==> src/rtl/ws2812_pkg.sv <==
// ws2812_pkg: shared timing defaults, state encoding and word reorder for the serial LED transmitters.
package ws2812_pkg;
  localparam int T_BIT_DEF   = 62;
  localparam int T0H_DEF     = 20;
  localparam int T1H_DEF     = 40;
  localparam int T_RESET_DEF = 3000;
  typedef enum logic [1:0] {IDLE, FETCH, SHIFT, LATCH} state_e;
  function automatic int cnt_w(input int t_reset);
    return ($clog2(t_reset + 1) > 12) ? $clog2(t_reset + 1) : 12;
  endfunction
  function automatic logic [23:0] grb_order(input logic [23:0] w);
    return {w[23:16], w[7:0], w[15:8]};
  endfunction
endpackage

==> src/rtl/ws2812_bit_gen.sv <==
// ws2812_bit_gen: one bit period on the line, high for T1H or T0H clocks then low until T_BIT.
module ws2812_bit_gen import ws2812_pkg::*; #(
  parameter int T_BIT = T_BIT_DEF,
  parameter int T0H   = T0H_DEF,
  parameter int T1H   = T1H_DEF,
  parameter int CW    = 12
) (
  input  logic clk,
  input  logic rst,
  input  logic bit_i,
  input  logic go_i,
  output logic line_o,
  output logic bit_end_o
);
  localparam logic [CW-1:0] LAST = CW'(T_BIT - 1);
  localparam logic [CW-1:0] HI1  = CW'(T1H);
  localparam logic [CW-1:0] HI0  = CW'(T0H);
  logic [CW-1:0] cnt_q, cnt_d;
  logic line_q, line_d;
  always_comb begin
    bit_end_o = go_i && cnt_q == LAST;
    cnt_d = (!go_i || bit_end_o) ? '0 : cnt_q + CW'(1);
    line_d = go_i && cnt_q < (bit_i ? HI1 : HI0);
  end
  always_ff @(posedge clk or negedge rst)
    if (!rst) begin
      cnt_q  <= '0;
      line_q <= 1'b0;
    end else begin
      cnt_q  <= cnt_d;
      line_q <= line_d;
    end
  assign line_o = line_q;
endmodule

==> src/rtl/ws2812_tx.sv <==
// ws2812_tx: frame FSM fetching {G,B,R} words and streaming them gaplessly in G,R,B wire order, then the latch gap.
module ws2812_tx import ws2812_pkg::*; #(
  parameter int NUM_LEDS = 64,
  parameter int T_BIT    = T_BIT_DEF,
  parameter int T0H      = T0H_DEF,
  parameter int T1H      = T1H_DEF,
  parameter int T_RESET  = T_RESET_DEF
) (
  input  logic        clk,
  input  logic        rst,
  input  logic        start,
  output logic [6:0]  led_addr,
  input  logic [23:0] led_data,
  output logic        dout,
  output logic        busy,
  output logic        done
);
  localparam int CW = cnt_w(T_RESET);
  localparam logic [6:0] LAST_ADDR = 7'(NUM_LEDS - 1);
  localparam logic [CW-1:0] LATCH_END = CW'(T_RESET);
  state_e state_q, state_d;
  logic [6:0] addr_q, addr_d;
  logic [23:0] sr_q, sr_d, nxt_q, nxt_d;
  logic [4:0] bcnt_q, bcnt_d;
  logic [CW-1:0] lcnt_q, lcnt_d;
  logic more_q, more_d, busy_q, busy_d, done_q, done_d;
  logic [1:0] en_q;
  logic bit_end;
  ws2812_bit_gen #(.T_BIT(T_BIT), .T0H(T0H), .T1H(T1H), .CW(CW)) u_bit (
    .clk      (clk),
    .rst      (rst),
    .bit_i    (sr_q[23]),
    .go_i     (state_q == SHIFT),
    .line_o   (dout),
    .bit_end_o(bit_end)
  );
  always_comb begin
    state_d = state_q;
    addr_d  = addr_q;
    sr_d    = sr_q;
    nxt_d   = nxt_q;
    bcnt_d  = bcnt_q;
    lcnt_d  = '0;
    more_d  = more_q;
    busy_d  = busy_q;
    done_d  = 1'b0;
    case (state_q)
      IDLE: if (start && en_q[1] && !done_q) begin
        state_d = FETCH;
        addr_d  = '0;
        busy_d  = 1'b1;
      end
      FETCH: begin
        sr_d    = grb_order(led_data);
        bcnt_d  = '0;
        state_d = SHIFT;
      end
      SHIFT: if (bit_end) begin
        sr_d   = {sr_q[22:0], 1'b0};
        bcnt_d = bcnt_q + 5'd1;
        // Next address goes out during bit 22 so the word is ready by bit 23.
        if (bcnt_q == 5'd21) begin
          more_d = addr_q != LAST_ADDR;
          addr_d = (addr_q != LAST_ADDR) ? addr_q + 7'd1 : addr_q;
        end
        if (bcnt_q == 5'd22) nxt_d = led_data;
        if (bcnt_q == 5'd23) begin
          bcnt_d  = '0;
          sr_d    = grb_order(nxt_q);
          state_d = more_q ? SHIFT : LATCH;
        end
      end
      LATCH: begin
        lcnt_d = lcnt_q + CW'(1);
        if (lcnt_q == LATCH_END) begin
          lcnt_d  = '0;
          state_d = IDLE;
          busy_d  = 1'b0;
          done_d  = 1'b1;
        end
      end
      default: state_d = IDLE;
    endcase
  end
  always_ff @(posedge clk or negedge rst)
    if (!rst) begin
      state_q <= IDLE;
      addr_q  <= '0;
      sr_q    <= '0;
      nxt_q   <= '0;
      bcnt_q  <= '0;
      lcnt_q  <= '0;
      more_q  <= 1'b0;
      busy_q  <= 1'b0;
      done_q  <= 1'b0;
      en_q    <= '0;
    end else begin
      state_q <= state_d;
      addr_q  <= addr_d;
      sr_q    <= sr_d;
      nxt_q   <= nxt_d;
      bcnt_q  <= bcnt_d;
      lcnt_q  <= lcnt_d;
      more_q  <= more_d;
      busy_q  <= busy_d;
      done_q  <= done_d;
      en_q    <= {en_q[0], 1'b1};
    end
  assign led_addr = addr_q;
  assign busy     = busy_q;
  assign done     = done_q;
endmodule

==> config.mk <==
export PLATFORM = sky130hd
export DESIGN_NAME = ws2812_tx
export DESIGN_NICKNAME = d
export VERILOG_FILES = /design/src/rtl/ws2812_pkg.sv /design/src/rtl/ws2812_bit_gen.sv /design/src/rtl/ws2812_tx.sv
export SDC_FILE = /design/constraint.sdc
export NUM_CORES = 1
export LEC_CHECK = 0
export ABC_AREA = 0
export CAP_MARGIN = 20
export CORE_ASPECT_RATIO = 2
export CORE_MARGIN = 4
export CORE_UTILIZATION = 50
export DETAILED_ROUTE_END_ITERATION = 8
export DONT_BUFFER_PORTS = 1
export PLACE_DENSITY = 0.74
export SYNTH_ARGS = -nofsm -noshare
export SYNTH_HDL_FRONTEND = slang
export SYNTH_HIERARCHICAL = 1
export SYNTH_SLANG_ARGS = --single-unit
==> constraint.sdc <==
create_clock -name clk -period 8.1 [get_ports clk]
set_clock_uncertainty 0.15 [all_clocks]
set_input_delay 1.62 -clock clk [delete_from_list [all_inputs] [get_ports clk]]
set_output_delay 1.62 -clock clk [all_outputs]
set_load 0.05 [all_outputs]
==> results of run 1 <==
==> kinds of logic (layout without fill, tap and decap cells) <==
kind of cell	count (synthesis)	count (layout)	share of synthesized area (%)
AOI/OAI and AO/OA	97	97	15.5
other	1	1	0.0785
buffers and inverters	44	37	4.53
adders and majority gates	16	16	4.19
DFF	92	92	48.2
and+or+nand+nor	168	168	17.0
muxes	28	28	8.20
xor gates and xnor gates	13	13	2.38
==> area by class of cell <==
class / instances / share of cell area (%)
clock buffers: 13 / 5.11
clock inverters: 3 / 0.418
inverters: 16 / 1.18
multi-input cells: 323 / 44.6
flip-flops and latches: 92 / 45.2
well taps: 104 / 2.56
repair buffers: 5 / 0.885
==> power by group <==
group	switching [uW]	internal, uW
Clock	171	225
Combinational	4.30	5.71
Sequential	5.17	466
Total	180	697
==> metrics by stage <==
stage	hold slack, ns	power [uW]	util (%)	instances	setup WS [ns]
floorplan	0.181	487	-	459	5.27
global placement	0.188	489	51.4	539	4.53
detailed placement	0.189	490	51.4	539	4.42
CTS	0.203	888	54.5	555	4.42
global route	0.207	909	54.6	556	4.26
finish	0.199	878	54.6	556	4.42
==> layer usage <==
| metal | GRT usage (%) | routed length (um) |
|---|---|---|
| met1 | 20.8 | 3870 |
| met2 | 33.0 | 5380 |
| met3 | 4.51 | 496 |
| met4 | 9.54 | 248 |
| met5 | 0 | 0 |
==> layout by cell type, fill, tap and decap left out, types with 4 or more instances in the layout <==
| cell | synthesis | final |
|---|---|---|
| mux2_2 | 5 | 5 |
| mux2_4 | 21 | 21 |
| xnor2_1 | 6 | 6 |
| nand4_1 | 4 | 4 |
| nor2_1 | 45 | 45 |
| o21ai_0 | 18 | 18 |
| o31ai_1 | 5 | 5 |
| or3_1 | 6 | 6 |
| ha_1 | 16 | 15 |
| clkbuf_16 | 0 | 9 |
| inv_1 | 16 | 16 |
| dfrtp_1 | 92 | 92 |
| nand3_1 | 41 | 41 |
| nand2_1 | 48 | 48 |
| nor3_1 | 4 | 4 |
| a311oi_1 | 23 | 23 |
| a21o_1 | 23 | 23 |
| a21oi_1 | 10 | 10 |
| xor2_1 | 7 | 7 |
| buf_4 | 0 | 4 |
==> sequential cells by signal (all words and copies together), names as in the netlist <==
register	count
u_bit/line_o	1
busy	1
state_q	2
u_bit/cnt_q	12
en_q	2
done	1
bcnt_q	5
more_q	1
sr_q	24
led_addr	7
nxt_q	24
lcnt_q	12
==> worst max-delay path, stage by stage, from the launching register on <==
cell	delay [ns]
dfrtp_1	0.41
or4_4	0.56
or3_1	0.35
nor3_1	0.83
and3_4	0.34
and2_1	0.12
buf_4	0.40
mux2_2	0.40
==> worst paths after layout <==
check / slack [ns] / start / endpoint
worst min-delay path: 0.20 / en_q[0] / en_q[1]
max in group asynchronous: 6.85 / rst / sr_q[2]
worst max register to register: 4.42 / u_bit/cnt_q[10] / nxt_q[1]
worst min register to register: 0.20 / en_q[0] / en_q[1]
min in group asynchronous: 0.82 / rst / u_bit/cnt_q[2]
worst max-delay path: 4.42 / u_bit/cnt_q[10] / nxt_q[1]
==> run_results.csv, run 1 <==
group,metric,value,unit
cells_and_area,nFillCells,783,
global_route,grt_max_degree,93,
logic_synthesis,syn-cell-area,4780,um^2
hold_path,worstHoldPathType,"reg2reg",
logic_synthesis,yosysTopAreaCell,"dfrtp_1",
status,status,"finished, final reports clean",
detailed_routing,drc_errors,0,
cells_and_area,fin_nets,490,
sta,fin_crit_sh,45.4,%
cells_and_area,diodes,0,
logic_synthesis,synth_fp_nets,502,
cells_and_area,multi_input_area,2270,um^2
clocking,clkSlewWorstSetupHoldPaths,0.06,ns
clocking,root_buffer,"clkbuf_16",
logic_synthesis,yosys_warnings,6,
cells_and_area,fin_area,5090,um^2
clocking,cts_tree,"yes",
clocking,clock-sinks,92,
clocking,cts_resized,0,
global_route,grtUsageTotal,18.8,%
place,numPortBuffers,0,
floorplanning,core_area,9320,um^2
cells_and_area,regArea,2300,um^2
setup_path,crit_type,"reg2reg",
logic_synthesis,synth-edff-count,0,
place,dpl.hpwl,6490,um
clocking,hold_buffers,0,
clocking,cts_buffers,9,
clocking,clk-insertion-delay-late,0.34,ns
floorplanning,top_level_ports,37,
sta,worstMarginPinSlew,1.07,ns
global_route,grt-ovfl-total,0,
place,dpl_cell_area,4800,um^2
clocking,htreeDepth,3,
floorplanning,dieHeight,146,um
detailed_routing,antenna_left,0,
floorplanning,die_w,77.1,um
sta,tns,0,ns
logic_synthesis,yosysMostFrequentCell,"dfrtp_1",
detailed_routing,drtPass1Iterations,4,
power_and_ir_drop,vdd_ir_drop_max,0.000140,V
logic_synthesis,synth.distinct_cells,53,
floorplanning,num_rows,50,
setup_path,cp.required,8.17,ns
cells_and_area,drive_gt1_share,12.8,%
detailed_routing,viasPerCell,6.18,
logic_synthesis,ys_async_sr_fraction,100,%
floorplanning,die-area,11300,um^2
logic_synthesis,syn_area_per_cell,10.4,um^2
global_route,antenna_found_initial,0,
sta,setup-violations-final,0,
sta,layout_min_cycle_time,3.68,ns
clocking,post-cts-setup-buffer-count,0,
detailed_routing,drt-total-wl,10000,um
logic_synthesis,netlist.area_leader.share,48.2,%
logic_synthesis,synthTopCellsByArea,"dfrtp_1 (48%), mux2_4 (6.6%), nand3_1 (4.3%)",
logic_synthesis,synthTopCellsByCount,"dfrtp_1 (92), nand2_1 (48), nor2_1 (45)",
place,place.gp.congestion,0.744,
clocking,cts.path.max_buffers,2,
sta,finalMaxSlewViolations,0,
detailed_routing,avgRoutedWirePerCell,18.0,um
run,max_cap_viol_count,0,
setup_path,arrival,3.75,ns
hold_path,hold_path_depth,0,
logic_synthesis,ys_seq_area_share,48.2,%
detailed_routing,vias,3438,
global_route,grt_pass1_wl,17200,um
cells_and_area,area_delta_synth_final,6.60,%
detailed_routing,dr.first_iter.drc_count,294,
setup_path,cp-end-kind,"flip-flop",
sta,rsz0062_at_grt,"false",
setup_path,critPathMaxFanout,24,
power_and_ir_drop,p_leak,0.00231,uW
setup_path,r2r_cells,7,
logic_synthesis,synth_cells,459,
sta,clock.fmax,0.272,GHz
floorplanning,initial_core_util,51.2,%
global_route,grt_pass1_vias,3559,
sta,max_slew_margin,28.3,%
logic_synthesis,ys_seq_elements,92,
power_and_ir_drop,p_per_area,172,nW/um^2
sta,hold_viol,0,
logic_synthesis,synth_ff_type,"dfrtp_1",
setup_path,start_kind,"flip-flop",
Note: power is estimated with default switching activity, not from simulation.
==> run 2, diff against run 1 <==
- clock period: 8.1 -> 3.79 ns (I/O delays scaled with it)
==> run 2 against run 1 <==
  * Critical path depth is the same
  * Global-route usage shrank 0.29 points
  * Sequential power grew 110%
  * Critical path type unchanged
  * Critical endpoint is now led_addr[2]
==> run_results.csv, run 2 (same netlist as run 1, synthesis figures left out) <==
group,metric,value,unit
status,status,"finished, final reports clean",
cells_and_area,layout_common_cells,"dfrtp_1 (92), nand2_1 (48), nor2_1 (45)",
cells_and_area,fin_nets,493,
cells_and_area,area_delta_synth_final,7.94,%
sta,clock.fmax,0.324,GHz
setup_path,r2r-start,"u_bit/cnt_q[9]",
detailed_routing,viasPerCell,6.20,
floorplanning,die-area,11300,um^2
clocking,htreeDepth,3,
setup_path,cp_slowest_cell,"or4_4",
global_route,grtUsageTotal,18.5,%
place,dpl.hpwl,6440,um
sta,finalMaxSlewViolations,0,
power_and_ir_drop,p_leak,0.00235,uW
clocking,clock-sinks,92,
cells_and_area,fin_cells,558,
place,place.gp.congestion,0.784,
clocking,root_buffer,"clkbuf_16",
floorplanning,top_level_ports,37,
setup_path,crit_start,"u_bit/cnt_q[9]",
clocking,cts_buffers,9,
detailed_routing,drtPass1Iterations,4,
sta,worstMarginPinSlew,0.914,ns
sta,fin_crit_sh,81.5,%
setup_path,crit_type,"reg2reg",
floorplanning,initial_core_util,51.2,%
floorplanning,dieHeight,146,um
detailed_routing,avgRoutedWirePerCell,17.7,um
detailed_routing,dr.first_iter.drc_count,238,
floorplanning,die_w,77.1,um
cells_and_area,drive_gt1_share,13.7,%
cells_and_area,regArea,2300,um^2
global_route,grt_pass1_wl,16800,um
sta,tns,0,ns
setup_path,cp_num_buf_inv,1,
sta,hold_viol,0,
floorplanning,num_rows,50,
global_route,grt_pass1_vias,3540,
sta,setup-violations-final,0,
cells_and_area,multi_input_area,2270,um^2
power_and_ir_drop,p_per_area,383,nW/um^2
setup_path,cp-end-kind,"flip-flop",
cells_and_area,diodes,0,
setup_path,cp_cell_sequence,"or4_4 > or3_1 > nor3_1 > buf_4 > nand4_2 > a211o_1 > a22o_1",
setup_path,arrival,3.16,ns
setup_path,path_delay_family,"simple AND/OR/NAND/NOR gates",
detailed_routing,drt-total-wl,9870,um
floorplanning,core_area,9320,um^2
global_route,grt_max_degree,93,
detailed_routing,vias,3460,
clocking,clk-insertion-delay-late,0.34,ns
clocking,cts_tree,"yes",
setup_path,critPathMaxFanout,11,
cells_and_area,layout_commonest_cell,"dfrtp_1",
clocking,clkSlewWorstSetupHoldPaths,0.06,ns
global_route,antenna_found_initial,0,
run,max_cap_viol_count,0,
cells_and_area,reg_top3,"nxt_q: 24 flops, sr_q: 24 flops",
detailed_routing,antenna_left,0,
setup_path,cp.required,3.86,ns
setup_path,start_kind,"flip-flop",
detailed_routing,drc_errors,0,
place,dp.cells,542,
sta,max_slew_margin,39.0,%
hold_path,worstHoldPathType,"in2async",
place,numPortBuffers,0,
clocking,cts.path.max_buffers,2,
sta,layout_min_cycle_time,3.09,ns
global_route,grt-ovfl-total,0,
power_and_ir_drop,vdd_ir_drop_max,0.000249,V
setup_path,slowest_delay,0.55,ns
cells_and_area,nFillCells,789,
sta,rsz0062_at_grt,"false",
-- run 2: changes by cell type in the layout (fill, tap and decap cells not counted), sizes merged --
cell and change:
buf +3, clkinv -1, clkinvlp -1, clkbuf -1, inv +1, bufinv +1
-- run 2: where the power goes --
part / switching, uW / internal, uW
Sequential: 10.6 / 997
Clock: 365 / 563
Combinational: 27.0 / 15.2
Total: 402 / 1570
-- run 2: cell type report --
class / count / area share (%)
clock buffer: 12 / 5.17
clock inverter: 3 / 0.849
timing repair buffer: 8 / 1.55
sequential: 92 / 44.6
multi-input combinational: 323 / 44.1
tap: 104 / 2.52
inverter: 16 / 1.16
-- run 2: repair_timing --
| item | 4_1_cts | 5_1_grt |
|---|---|---|
| resized for setup | 0 | 0 |
| hold buffers | 1 | 0 |
| hold endpoints to repair | 92 | 0 |
| endpoints found under the setup margin | 0 | 0 |
| buffers inserted | 0 | 0 |
-- run 2: worst paths after layout --
check	slack, ns	cells past startpoint	endpoint
setup / recovery	0.70	7	led_addr[2]
hold / removal	0.17	1	nxt_q[23]
setup reg to reg	0.70	7	led_addr[2]
hold reg to reg	0.21	0	en_q[1]
max in group asynchronous	2.96	1	u_bit/cnt_q[7]
min in group clk	0.21	0	en_q[1]
-- run 2: through the flow --
stage / hold slack [ns] / power (uW) / setup slack (ns) / util [%] / area, um^2
detailed placement: 0.194 / 1050 / 0.688 / 51.7 / 4820
CTS: 0.208 / 1990 / 0.697 / 55.3 / 5160
finish: 0.174 / 1980 / 0.701 / 55.3 / 5160
global route: 0.217 / 2050 / 0.538 / 55.3 / 5160
floorplan: 0.181 / 1040 / 0.960 / - / 4780
global placement: 0.186 / 1050 / 0.784 / 51.7 / 4820
-- run 2: layer usage --
metal / up-vias / track usage (%) / part of all wire, %
met3: 20 / 3.95 / 4.4
met4: 0 / 9.09 / 2.6
met2: 64 / 33.3 / 55
met1: 1750 / 20.3 / 38
li1: 1626 / - / -
met5: - / 0 / 0
==> run 3, diff against run 2 <==
- PLACE_DENSITY: 0.74 -> 0.77
- clock period: 3.79 -> 2.5 ns (I/O delays scaled with it)
==> run 3 against run 2 <==
  * The run now ends with negative hold slack, negative setup slack left
  * Combinational power shrank 15%
  * Critical endpoint is now nxt_q[0]
  * Non-clock buffer count rose by 37
  * First-iteration DRC count increased by 5.5%
  * Worst hold slack got worse by 0.47 ns
  * Largest power group unchanged
  * Via count rose by 6.8%
  * Clock power increased by 40%
  * Total power increased by 45%
  * Highest routed layer unchanged
  * Routed wire length increased by 13%
==> run_results.csv, run 3 (same netlist as run 1, synthesis figures left out) <==
group,metric,value,unit
status,status,"finished with violations",
status,violations,"negative hold slack, negative setup slack",
place,dp.cells,573,
sta,tns,-5.59,ns
sta,setup-violations-final,58,
detailed_routing,antenna_left,0,
floorplanning,num_rows,50,
setup_path,start_kind,"flip-flop",
cells_and_area,fin_nets,530,
sta,max_slew_margin,46.1,%
setup_path,cp_num_buf_inv,2,
setup_path,cp_slowest_cell,"or4_4",
place,numPortBuffers,0,
power_and_ir_drop,p_total,2870,uW
detailed_routing,drt-total-wl,11200,um
global_route,grtUsageTotal,20.4,%
sta,worstMarginPinSlew,0.804,ns
power_and_ir_drop,vdd_ir_drop_max,0.000486,V
detailed_routing,viasPerCell,6.20,
floorplanning,die-area,11300,um^2
detailed_routing,dr.first_iter.drc_count,251,
cells_and_area,diodes,0,
detailed_routing,drtPass1Iterations,4,
place,post-place-ws,-0.326,ns
cells_and_area,layout_commonest_cell,"dfrtp_1",
sta,clock.fmax,0.374,GHz
place,dpl.hpwl,7060,um
setup_path,cp-end-kind,"flip-flop",
cells_and_area,drive_gt1_share,25.6,%
setup_path,crit_type,"reg2reg",
clocking,clkSlewWorstSetupHoldPaths,0.07,ns
global_route,grt-ovfl-total,0,
clocking,htreeDepth,3,
clocking,clk-insertion-delay-late,0.34,ns
cells_and_area,nFillCells,688,
setup_path,arrival,2.75,ns
floorplanning,core_area,9320,um^2
floorplanning,die_w,77.1,um
setup_path,cp_cell_sequence,"or4_4 > or3_4 > nor3_2 > buf_4 > and3_4 > and2_4 > clkbuf_16 > mux2_4",
global_route,grt_pass1_vias,3848,
clocking,cts_tree,"yes",
setup_path,slowest_delay,0.53,ns
cells_and_area,reg_top3,"nxt_q: 24 flops, sr_q: 24 flops",
detailed_routing,avgRoutedWirePerCell,18.7,um
hold_path,worstHoldPathType,"in2async",
cells_and_area,layout_common_cells,"dfrtp_1 (92), nand2_1 (48), nor2_1 (45)",
power_and_ir_drop,p_leak,0.00258,uW
sta,finalMaxSlewViolations,0,
sta,fin_ws,-0.175,ns
run,max_cap_viol_count,0,
clocking,cts.path.max_buffers,2,
setup_path,cp.required,2.58,ns
setup_path,path_delay_family,"simple AND/OR/NAND/NOR gates",
cells_and_area,fin_cells,596,
sta,fin_crit_sh,107,%
sta,hold_viol,92,
cells_and_area,area_delta_synth_final,20.4,%
clocking,clock-sinks,92,
floorplanning,dieHeight,146,um
place,place.gp.congestion,0.775,
detailed_routing,vias,3694,
global_route,grt_pass1_wl,18600,um
sta,holdWs,-0.300,ns
sta,layout_min_cycle_time,2.67,ns
detailed_routing,drc_errors,0,
global_route,antenna_found_initial,0,
sta,rsz0062_at_grt,"true",
clocking,root_buffer,"clkbuf_16",
floorplanning,initial_core_util,51.2,%
setup_path,critPathMaxFanout,6,
clocking,cts_buffers,9,
global_route,grt_max_degree,93,
power_and_ir_drop,p_per_area,499,nW/um^2
floorplanning,top_level_ports,37,
run 3: per-layer routing:
metal  track usage [%]  share of wire (%)
met1              22.8                 37
met2              36.0                 55
met3              4.51                4.7
met4              10.4                3.2
met5                 0                  0
run 3: worst paths after layout:
check	from	end	slack (ns)	cells after the start
max	u_bit/cnt_q[10]	nxt_q[0]	-0.17	8
min	rst	u_bit/cnt_q[10]	-0.30	0
max reg2reg	u_bit/cnt_q[10]	nxt_q[0]	-0.17	8
min reg2reg	en_q[0]	en_q[1]	0.20	0
max in group asynchronous	rst	led_addr[5]	2.36	0
min in group clk	led_data[8]	nxt_q[8]	0.15	1
run 3: area by class of cell:
class	instances	area, um^2	area share, %
clock buffer	11	253	4.40
clock inverter	5	35.0	0.609
inverter	16	60.1	1.04
multi-input combinational	323	2490	43.3
sequential	92	2300	40.0
tap	104	130	2.26
timing repair buffer	45	480	8.36
run 3: through the flow:
stage / util (%) / hold WS, ns / area [um^2]
4_1_cts: 60.5 / -0.310 / 5640
5_1_grt: 61.7 / -0.315 / 5750
6_report: 61.7 / -0.300 / 5750
3_3_place_gp: 54.8 / 0.0599 / 5100
2_1_floorplan: - / 0.0544 / 4790
3_5_place_dp: 54.8 / 0.0607 / 5100
run 3: repair_timing:
| item | 4_1_cts | 5_1_grt |
|---|---|---|
| resized for setup | 32 | 14 |
| hold endpoints to repair | 92 | 92 |
| pin swaps | 4 | 5 |
| cloned | 2 | 1 |
| endpoints found under the setup margin | 57 | 59 |
| buffers inserted | 4 | 0 |
run 3: power breakdown:
group          switching, uW  internal (uW)  leakage, uW
Clock                    575            730     0.000142
Sequential              17.5           1510      0.00119
Combinational           17.0           18.7      0.00125
